===== src/rtl/lcd_text_pkg.sv =====
// Shared constants, state encoding and addressing helper for the LCD text controller.
// The optional shadow-clear feature is enabled with macro LCD_TEXT_CLEAR_EN.
package lcd_text_pkg;

    localparam int LCD_ROWS = 4;
    localparam int LCD_COLS = 16;
    localparam logic [7:0] SPACE_CHAR = 8'h20;

    typedef enum logic [2:0] {
        ST_IDLE  = 3'd0,
        ST_INIT  = 3'd1,
        ST_ROW12 = 3'd2,
        ST_ROW3  = 3'd3,
        ST_ROW4  = 3'd4
    } lcd_state_t;

    // Row-major byte index of a character cell.
    function automatic logic [5:0] cell_addr(input logic [1:0] row, input logic [3:0] col);
        return {row, col};
    endfunction

endpackage


===== src/rtl/lcd_text_buf.sv =====
// Shadow/live character buffers: writes go to the shadow, a swap copies all of it to live.
// With LCD_TEXT_CLEAR_EN defined, a clear pulse refills the shadow with spaces over 64 cycles.
module lcd_text_buf
    import lcd_text_pkg::*;
#(
    parameter int ROWS = LCD_ROWS,
    parameter int COLS = LCD_COLS
) (
    input  logic              clk,
    input  logic              rst_n,
    input  logic              wr_accept,
    input  logic [1:0]        wr_row,
    input  logic [3:0]        wr_col,
    input  logic [7:0]        wr_char,
    input  logic              swap,
`ifdef LCD_TEXT_CLEAR_EN
    input  logic              clear,
    output logic              fill_busy,
`endif
    output logic [COLS*8-1:0] line0,
    output logic [COLS*8-1:0] line1,
    output logic [COLS*8-1:0] line2,
    output logic [COLS*8-1:0] line3
);

    localparam int DEPTH = ROWS * COLS;

    logic [7:0] shadow_r [DEPTH];
    logic [7:0] live_r   [DEPTH];
    logic [5:0] wr_addr_s;

    assign wr_addr_s = cell_addr(wr_row, wr_col);

`ifdef LCD_TEXT_CLEAR_EN
    logic       fill_busy_r;
    logic [5:0] fill_cnt_r;

    // Fill sequencer: one shadow byte per cycle, 64 cycles after a clear pulse.
    always_ff @(posedge clk or negedge rst_n) begin
        if (!rst_n) begin
            fill_busy_r <= 1'b0;
            fill_cnt_r  <= 6'd0;
        end else if (fill_busy_r) begin
            fill_cnt_r  <= fill_cnt_r + 6'd1;
            fill_busy_r <= (fill_cnt_r != 6'd63);
        end else if (clear) begin
            fill_busy_r <= 1'b1;
            fill_cnt_r  <= 6'd0;
        end
    end

    assign fill_busy = fill_busy_r;

    // Shadow buffer: fill has priority; the write port is held off by wr_ready meanwhile.
    always_ff @(posedge clk or negedge rst_n) begin
        if (!rst_n) begin
            for (int i = 0; i < DEPTH; i++) shadow_r[i] <= SPACE_CHAR;
        end else if (fill_busy_r) begin
            shadow_r[fill_cnt_r] <= SPACE_CHAR;
        end else if (wr_accept) begin
            shadow_r[wr_addr_s] <= wr_char;
        end
    end
`else
    // Shadow buffer write port.
    always_ff @(posedge clk or negedge rst_n) begin
        if (!rst_n) begin
            for (int i = 0; i < DEPTH; i++) shadow_r[i] <= SPACE_CHAR;
        end else if (wr_accept) begin
            shadow_r[wr_addr_s] <= wr_char;
        end
    end
`endif

    // Live buffer: whole-image copy on swap only.
    always_ff @(posedge clk or negedge rst_n) begin
        if (!rst_n) begin
            for (int i = 0; i < DEPTH; i++) live_r[i] <= SPACE_CHAR;
        end else if (swap) begin
            for (int i = 0; i < DEPTH; i++) live_r[i] <= shadow_r[i];
        end
    end

    for (genvar c = 0; c < COLS; c++) begin : g_col
        assign line0[(COLS-1-c)*8 +: 8] = live_r[c];
        assign line1[(COLS-1-c)*8 +: 8] = live_r[COLS+c];
        assign line2[(COLS-1-c)*8 +: 8] = live_r[2*COLS+c];
        assign line3[(COLS-1-c)*8 +: 8] = live_r[3*COLS+c];
    end

endmodule


===== src/rtl/lcd_text_ctrlmod.sv =====
// LCD text controller top: frame sequencer driving the LCD write engine plus commit/swap control.
// Optional shadow-clear port and fill engine are enabled with macro LCD_TEXT_CLEAR_EN.
module lcd_text_ctrlmod
    import lcd_text_pkg::*;
#(
    parameter int ROWS = LCD_ROWS,
    parameter int COLS = LCD_COLS
) (
    input  logic              CLOCK,
    input  logic              RST_n,
    input  logic              run_en,
    input  logic              wr_en,
    output logic              wr_ready,
    input  logic [1:0]        wr_row,
    input  logic [3:0]        wr_col,
    input  logic [7:0]        wr_char,
    input  logic              commit,
    output logic              commit_pending,
`ifdef LCD_TEXT_CLEAR_EN
    input  logic              clear,
`endif
    output logic [COLS*8-1:0] line_rom1,
    output logic [COLS*8-1:0] line_rom2,
    output logic [COLS*8-1:0] line_rom3,
    output logic [COLS*8-1:0] line_rom4,
    output logic              iCall,
    input  logic              oDone,
    output logic              frame_done
);

    lcd_state_t state_r, state_s;
    logic init_done_r;
    logic call_r;
    logic frame_done_r;
    logic pending_r;
    logic ready_r;
    logic frame_end_s;
    logic swap_s;
    logic wr_accept_s;

    assign frame_end_s = (state_r == ST_ROW4) && oDone;

`ifdef LCD_TEXT_CLEAR_EN
    logic fill_busy_s;
    // A pending commit waits out the fill so the copied image is fully cleared.
    assign swap_s   = frame_end_s && pending_r && !fill_busy_s;
    assign wr_ready = ready_r && !swap_s && !fill_busy_s;
`else
    assign swap_s   = frame_end_s && pending_r;
    assign wr_ready = ready_r && !swap_s;
`endif

    assign wr_accept_s = wr_en && wr_ready;

    // Next-state logic of the frame sequencer.
    always_comb begin
        state_s = state_r;
        case (state_r)
            ST_IDLE: begin
                if (run_en) state_s = init_done_r ? ST_ROW12 : ST_INIT;
                else        state_s = ST_IDLE;
            end
            ST_INIT: begin
                if (oDone) state_s = ST_ROW12;
                else       state_s = ST_INIT;
            end
            ST_ROW12: begin
                if (oDone) state_s = ST_ROW3;
                else       state_s = ST_ROW12;
            end
            ST_ROW3: begin
                if (oDone) state_s = ST_ROW4;
                else       state_s = ST_ROW3;
            end
            ST_ROW4: begin
                if (oDone) state_s = run_en ? ST_ROW12 : ST_IDLE;
                else       state_s = ST_ROW4;
            end
            default: state_s = ST_IDLE;
        endcase
    end

    // Sequencer registers and registered outputs.
    always_ff @(posedge CLOCK or negedge RST_n) begin
        if (!RST_n) begin
            state_r      <= ST_IDLE;
            init_done_r  <= 1'b0;
            call_r       <= 1'b0;
            frame_done_r <= 1'b0;
            pending_r    <= 1'b0;
            ready_r      <= 1'b0;
        end else begin
            state_r      <= state_s;
            init_done_r  <= init_done_r || ((state_r == ST_INIT) && oDone);
            call_r       <= (state_s != ST_IDLE);
            frame_done_r <= frame_end_s;
            // A commit landing on the frame-end cycle survives into the next frame.
            pending_r    <= (pending_r && !swap_s) || commit;
            ready_r      <= 1'b1;
        end
    end

    assign iCall          = call_r;
    assign frame_done     = frame_done_r;
    assign commit_pending = pending_r;

    lcd_text_buf #(
        .ROWS (ROWS),
        .COLS (COLS)
    ) u_buf (
        .clk       (CLOCK),
        .rst_n     (RST_n),
        .wr_accept (wr_accept_s),
        .wr_row    (wr_row),
        .wr_col    (wr_col),
        .wr_char   (wr_char),
        .swap      (swap_s),
`ifdef LCD_TEXT_CLEAR_EN
        .clear     (clear),
        .fill_busy (fill_busy_s),
`endif
        .line0     (line_rom1),
        .line1     (line_rom2),
        .line2     (line_rom3),
        .line3     (line_rom4)
    );

endmodule


===== config.mk =====
export PLATFORM = sky130hd
export DESIGN_NAME = lcd_text_ctrlmod
export DESIGN_NICKNAME = d
export VERILOG_FILES = /design/src/rtl/lcd_text_pkg.sv /design/src/rtl/lcd_text_buf.sv /design/src/rtl/lcd_text_ctrlmod.sv
export SDC_FILE = /design/constraint.sdc
export NUM_CORES = 1
export LEC_CHECK = 0
export ABC_AREA = 1
export ABC_CLOCK_PERIOD_IN_PS = 3000
export CAP_MARGIN = 20
export CORE_MARGIN = 8
export CORE_UTILIZATION = 59
export CTS_CLUSTER_SIZE = 24
export DETAILED_ROUTE_END_ITERATION = 7
export MAX_ROUTING_LAYER = met4
export PLACE_DENSITY = 0.84
export SKIP_LAST_GASP = 1
export SYNTH_ARGS = -nofsm -noshare
export SYNTH_HDL_FRONTEND = slang
export SYNTH_SLANG_ARGS = --single-unit
export TNS_END_PERCENT = 10

===== constraint.sdc =====
create_clock -name CLOCK -period 3 [get_ports CLOCK]
set_input_delay 0.45 -clock CLOCK [delete_from_list [all_inputs] [get_ports CLOCK]]
set_output_delay 0.45 -clock CLOCK [all_outputs]
set_load 0.01 [all_outputs]

Yosys cells after proc, flatten, opt, wreduce, memory -nomap -nowiden --
Cells that the tools add are included.
Word-level totals: bits in registers 1032, output and inout bits 516, logic and storage cells 164
Cells by class: equality and inequality tests 4, $lt $le $gt $ge 2, mux-type cells 11, bitwise gates (word level) 1, reduce and logical (&&, ||, !) cells 12
Operator list (count):
- 512-bit bitwise mux | 1
- 8-bit demux with 6-bit select | 1
- 3-bit one-hot mux with 5 select lines | 1
- 2-bit 2-to-1 mux | 4
- 8-bit 2-to-1 mux | 1
- 7-bit greater-or-equal comparator (second input constant) | 1
- 1-bit logical AND | 7
- 7-bit by 1-bit < comparator with 1-bit output (second input constant) | 1
- 6-bit inverter with 7-bit output | 1
- 3-bit by 2-bit equality test with 1-bit output (second input constant) | 2
- 3-bit 2-to-1 mux | 2
- 3-bit by 1-bit equality test with 1-bit output (second input constant) | 1
- 3-bit equality test (second input constant) | 1
- 3-bit logical NOT | 1
- 3-bit nonzero test | 1
- 1-bit logical OR | 2
- 1-bit logical NOT | 1
- 1-bit 2-to-1 mux | 1

Logic depth before layout (Yosys ltp) --
depth after elaboration 6, gate-level depth with buffers 8

Cells and area by module --
A second synthesis with hierarchy kept.
Second synthesis, totals: cell total of the unflattened synthesis 3376, area, all modules 39116.3 sq um
By module, submodules not included:
- lcd_text_buf | area each 38713.4 sq um, cells an instance 3326, times used 1
- lcd_text_ctrlmod | area each 402.9 sq um, cells an instance 50, times used 1

Worst setup path before layout --
No wires, ideal clock.
kind reg-to-output, from reg state_r[2], to out wr_ready, stages on the path, launching flop included 8, path buffers 4, required time 2550 ps, setup slack 1250 ps, arrival 1300 ps, path through dfrtp_1 > buf_2 > nand4_4 > buf_2 > buf_2 > buf_2 > nand2_1 > inv_1
On the way: cells in the longest elaborated chain, start to end 5
RTL lines:
- start: declaration | RTL line lcd_text_ctrlmod.sv:31 | lcd_state_t state_r, state_s;
- start signal: assignment | RTL line lcd_text_ctrlmod.sv:93 | state_r <= state_s;
- 3-bit equality test | RTL line lcd_text_ctrlmod.sv:41 | assign frame_end_s = (state_r == ST_ROW4) && oDone;
- 1-bit logical AND | RTL line lcd_text_ctrlmod.sv:41
- 1-bit logical AND | RTL line lcd_text_ctrlmod.sv:49 | assign swap_s = frame_end_s && pending_r;
- 1-bit logical NOT | RTL line lcd_text_ctrlmod.sv:50 | assign wr_ready = ready_r && !swap_s;
- 1-bit logical AND | RTL line lcd_text_ctrlmod.sv:50
- end: declaration | RTL line lcd_text_ctrlmod.sv:13 | output logic wr_ready,
Every way passes these cells.

Worst setup path after layout --
from reg state_r[1], to out wr_ready
The elaborated chain is that of the path after synthesis.

==> metrics.md <==
| Metric | Value |
|---|---|
| Post-synth top area share | `56.2%` |
| Number of synthesized flops with an enable pin | `0` |
| Final wirelength | `129 mm` |
| Post-Synth Adder-Cell Area | `0%` |
| Seq/Total Area, Yosys | `64.5%` |
| CTS tree | `built` |
| Final nets | `5241` |
| Hold-fix buffers at CTS | `1` |
| Period utilization | `88.3%` |
| Post-Synth Simple-Gate Area | `31.9%` |
| Htree depth | `3` |
| DRC Markers | `0` |
| # resized after CTS | `0` |
| Post-synth top flop | `dfrtp_1` |
| RSZ-0062 raised after global routing | `no` |
| Cell count after synthesis | `4617` |
| Final setup violating endpoints | `0` |
| Status | `complete, no violations` |
| Crit path launch type | `flip-flop` |
| First-pass GRT wire length | `201 mm` |
| Slowest-stage cell, CP | `clkdlybuf4s50_1` |
| Die height | `277 um` |
| Peak VDD IR | `505 uV` |
| Non-filler cells, final | `6193` |
| Slew @ Worst Pin | `1.17 ns` |
| Grt ovf | `0` |
| GPL Wtd Cong | `0.848` |
| Die width | `277 um` |
| Setup Buffers After CTS | `0` |
| Initial Utilization | `59.2%` |
| Area contributors post-synth | `dfrtp_1 (56%), nand2_1 (29%), dfstp_2 (8.3%), buf_4 (1.0%), buf_2 (0.98%)` |
| Reg area | `26000 um^2` |
| Clock insertion delay at the later pin of the skew report | `0.65 ns` |
| Setup ws final | `0.351 ns` |
| Port Buffers | `535` |
| Leak | `27.1 nW` |
| Clock slew at reported path FFs | `0.07 ns` |
| Antenna-violating nets left | `0` |
| Critical Path End Type | `output pin` |
| Fill cells | `4383` |
| Share of layout cells above drive strength 1 | `10.1%` |
| Most frequent cell after synthesis | `nand2_1` |
| Crit Path Class | `reg2out` |
| Syn Area/Cell | `8.73 um^2` |
| Hpwl dp | `81.2 mm` |
| Initial DRC Count | `3875` |
| #FFs+latches synth | `1032` |
| Setup TNS Final | `0 ns` |
| Area growth from synthesis to layout | `26.4%` |
| Critical Path AT | `2.20 ns` |
| Max Fclk | `0.377 GHz` |
| Top cells by instance count after synthesis | `nand2_1 (3083), dfrtp_1 (904), dfstp_2 (128)` |
| Vias in the first global route | `35300` |
| Worst-path fanout max | `4` |
| Worst Skew | `0.0143 ns` |
| Max-cap violations | `0` |
| Clock Sink Count | `1032` |
| Tmin final | `2.65 ns` |
| Hold Path Class | `in2reg` |
| Core area | `68100 um^2` |
| Largest net degree at the start of global routing | `104` |
| Relative slew slack | `21.8%` |
| Vias per cell | `5.57` |
| Post-Syn Area | `40300 um^2` |
| Multi-input logic area | `12900 um^2` |
| Die Area | `76900 um^2` |
| Pre-CTS setup slack | `0.154 ns` |
| Syn Nets | `4637` |
| Compound-cell area share of the yosys netlist | `0.0870%` |
| Final Max Tran Viols | `0` |
| Row cnt | `96` |
| Routed WL per cell | `20.9 um` |
| DR vias | `34500` |
| Pwr dens | `726 nW/um^2` |
| Synth Warn # | `0` |
| Netlist cell types | `24` |
| Main combinational cell family by area after synthesis | `simple AND/OR/NAND/NOR gates` |
| Post-synthesis mux area share | `0%` |
| Pre-antenna DRT Iters | `6` |
| Root Driver | `clkbuf_16` |
| Dpl cells | `5999` |
| Critical Path RT | `2.55 ns` |
| Initial antenna violation count | `3` |
| XOR/XNOR Fraction of Synth Area | `0%` |
| GRT Total Usage | `34.1%` |
| Largest stage delay, worst path | `0.52 ns` |
| Cell taking the most area after synthesis | `dfrtp_1` |
| Clock buffer depth | `3` |
| Number of top-level pins | `536` |
| CP Cell Sequence | `nor2_4, nand4_4, nand2_1, inv_1, clkdlybuf4s50_1` |
| Clock buffer count from CTS | `101` |
| Final Hold Viols | `0` |
| Post-synth ARST share | `100%` |
-- cell type report --
cell class	instances	share of cell area, %
clock inverter	42	1.23
multi-input combinational	3309	25.3
tap	882	2.17
antenna	3	0.0147
inverter	79	0.614
sequential	1032	51.0
timing repair buffer	698	13.9
clock buffer	148	5.69
-- report_power, final --
group | switching (W) | internal (W)
clock | 0.00547 | 0.00801
sequential | 0.00137 | 0.0159
combinational | 0.00331 | 0.00297
-- worst paths after layout --
| check | cells after the start | startpoint | slack, ns | to |
|---|---|---|---|---|
| hold reg to reg | 2 | u_buf.shadow_r[165]$_DFFE_PN1P_ | 0.46 | u_buf.line2[37]$_DFFE_PN1P_ |
| hold / removal | 3 | wr_char[1] | 0.15 | u_buf.shadow_r[225]$_DFFE_PN0P_ |
| setup / recovery | 5 | state_r[1]$_DFF_PN0_ | 0.35 | wr_ready |
| max in group asynchronous | 3 | RST_n | 1.53 | u_buf.shadow_r[469]$_DFFE_PN1P_ |
| min in group asynchronous | 2 | RST_n | 0.37 | u_buf.shadow_r[41]$_DFFE_PN0P_ |
| setup reg to reg | 7 | state_r[2]$_DFF_PN0_ | 0.88 | u_buf.shadow_r[457]$_DFFE_PN0P_ |
-- critical path: cells and delay by family (launching register included) --
family | cells | cell delay [ns]
flops | 1 | 0.44
buf+inv | 2 | 0.61
simple gates | 3 | 0.51
-- per-layer routing --
layer | GRT usage (%) | up-vias | wire (um)
met2 | 54.3 | 1940 | 62100
met3 | 6.65 | 471 | 11700
li1 | - | 15200 | -
met1 | 41.8 | 16900 | 48200
met4 | 17.0 | 0 | 7280
met5 | - | - | 0
-- state kept, by name, summed over array words and instances, names as in the netlist --
name / cells
state_r: 3
u_buf.line0: 128
iCall: 1
ready_r: 1
u_buf.line2: 128
u_buf.line1: 128
u_buf.shadow_r: 512
u_buf.line3: 128
frame_done: 1
commit_pending: 1
init_done_r: 1
-- metrics by stage --
| stage | hold slack, ns | utilization [%] | cell area, um^2 | power, W |
|---|---|---|---|---|
| 6_report | 0.152 | 74.8 | 50900 | 0.0370 |
| 5_1_grt | 0.149 | 74.8 | 50900 | 0.0382 |
| 4_1_cts | 0.117 | 74.8 | 50900 | 0.0371 |
| 3_5_place_dp | 0.451 | 69.6 | 47400 | 0.0236 |
| 3_3_place_gp | 0.445 | 69.6 | 47400 | 0.0234 |
| 2_1_floorplan | 0.154 | - | 40300 | 0.0195 |
-- placed cells by master (no fill, tap or decap), types with 42 or more instances in the layout --
cell type	Yosys	final
nor2_1	70	70
dfstp_2	128	128
nand2_1	3083	3083
nand4_1	54	54
clkbuf_16	0	103
buf_4	54	129
clkdlybuf4s50_1	0	525
buf_12	0	42
inv_1	78	78
dfrtp_1	904	903
nor2_2	55	55
-- cell families (layout without fill, tap and decap cells) --
| logic type | count (synthesis) | in the layout |
|---|---|---|
| flops | 1032 | 1032 |
| simple gates | 3302 | 3302 |
| buf+inv | 276 | 967 |
| other cells | 1 | 4 |
| compound gates | 6 | 6 |
No activity file was read; power rests on OpenSTA's default activity.
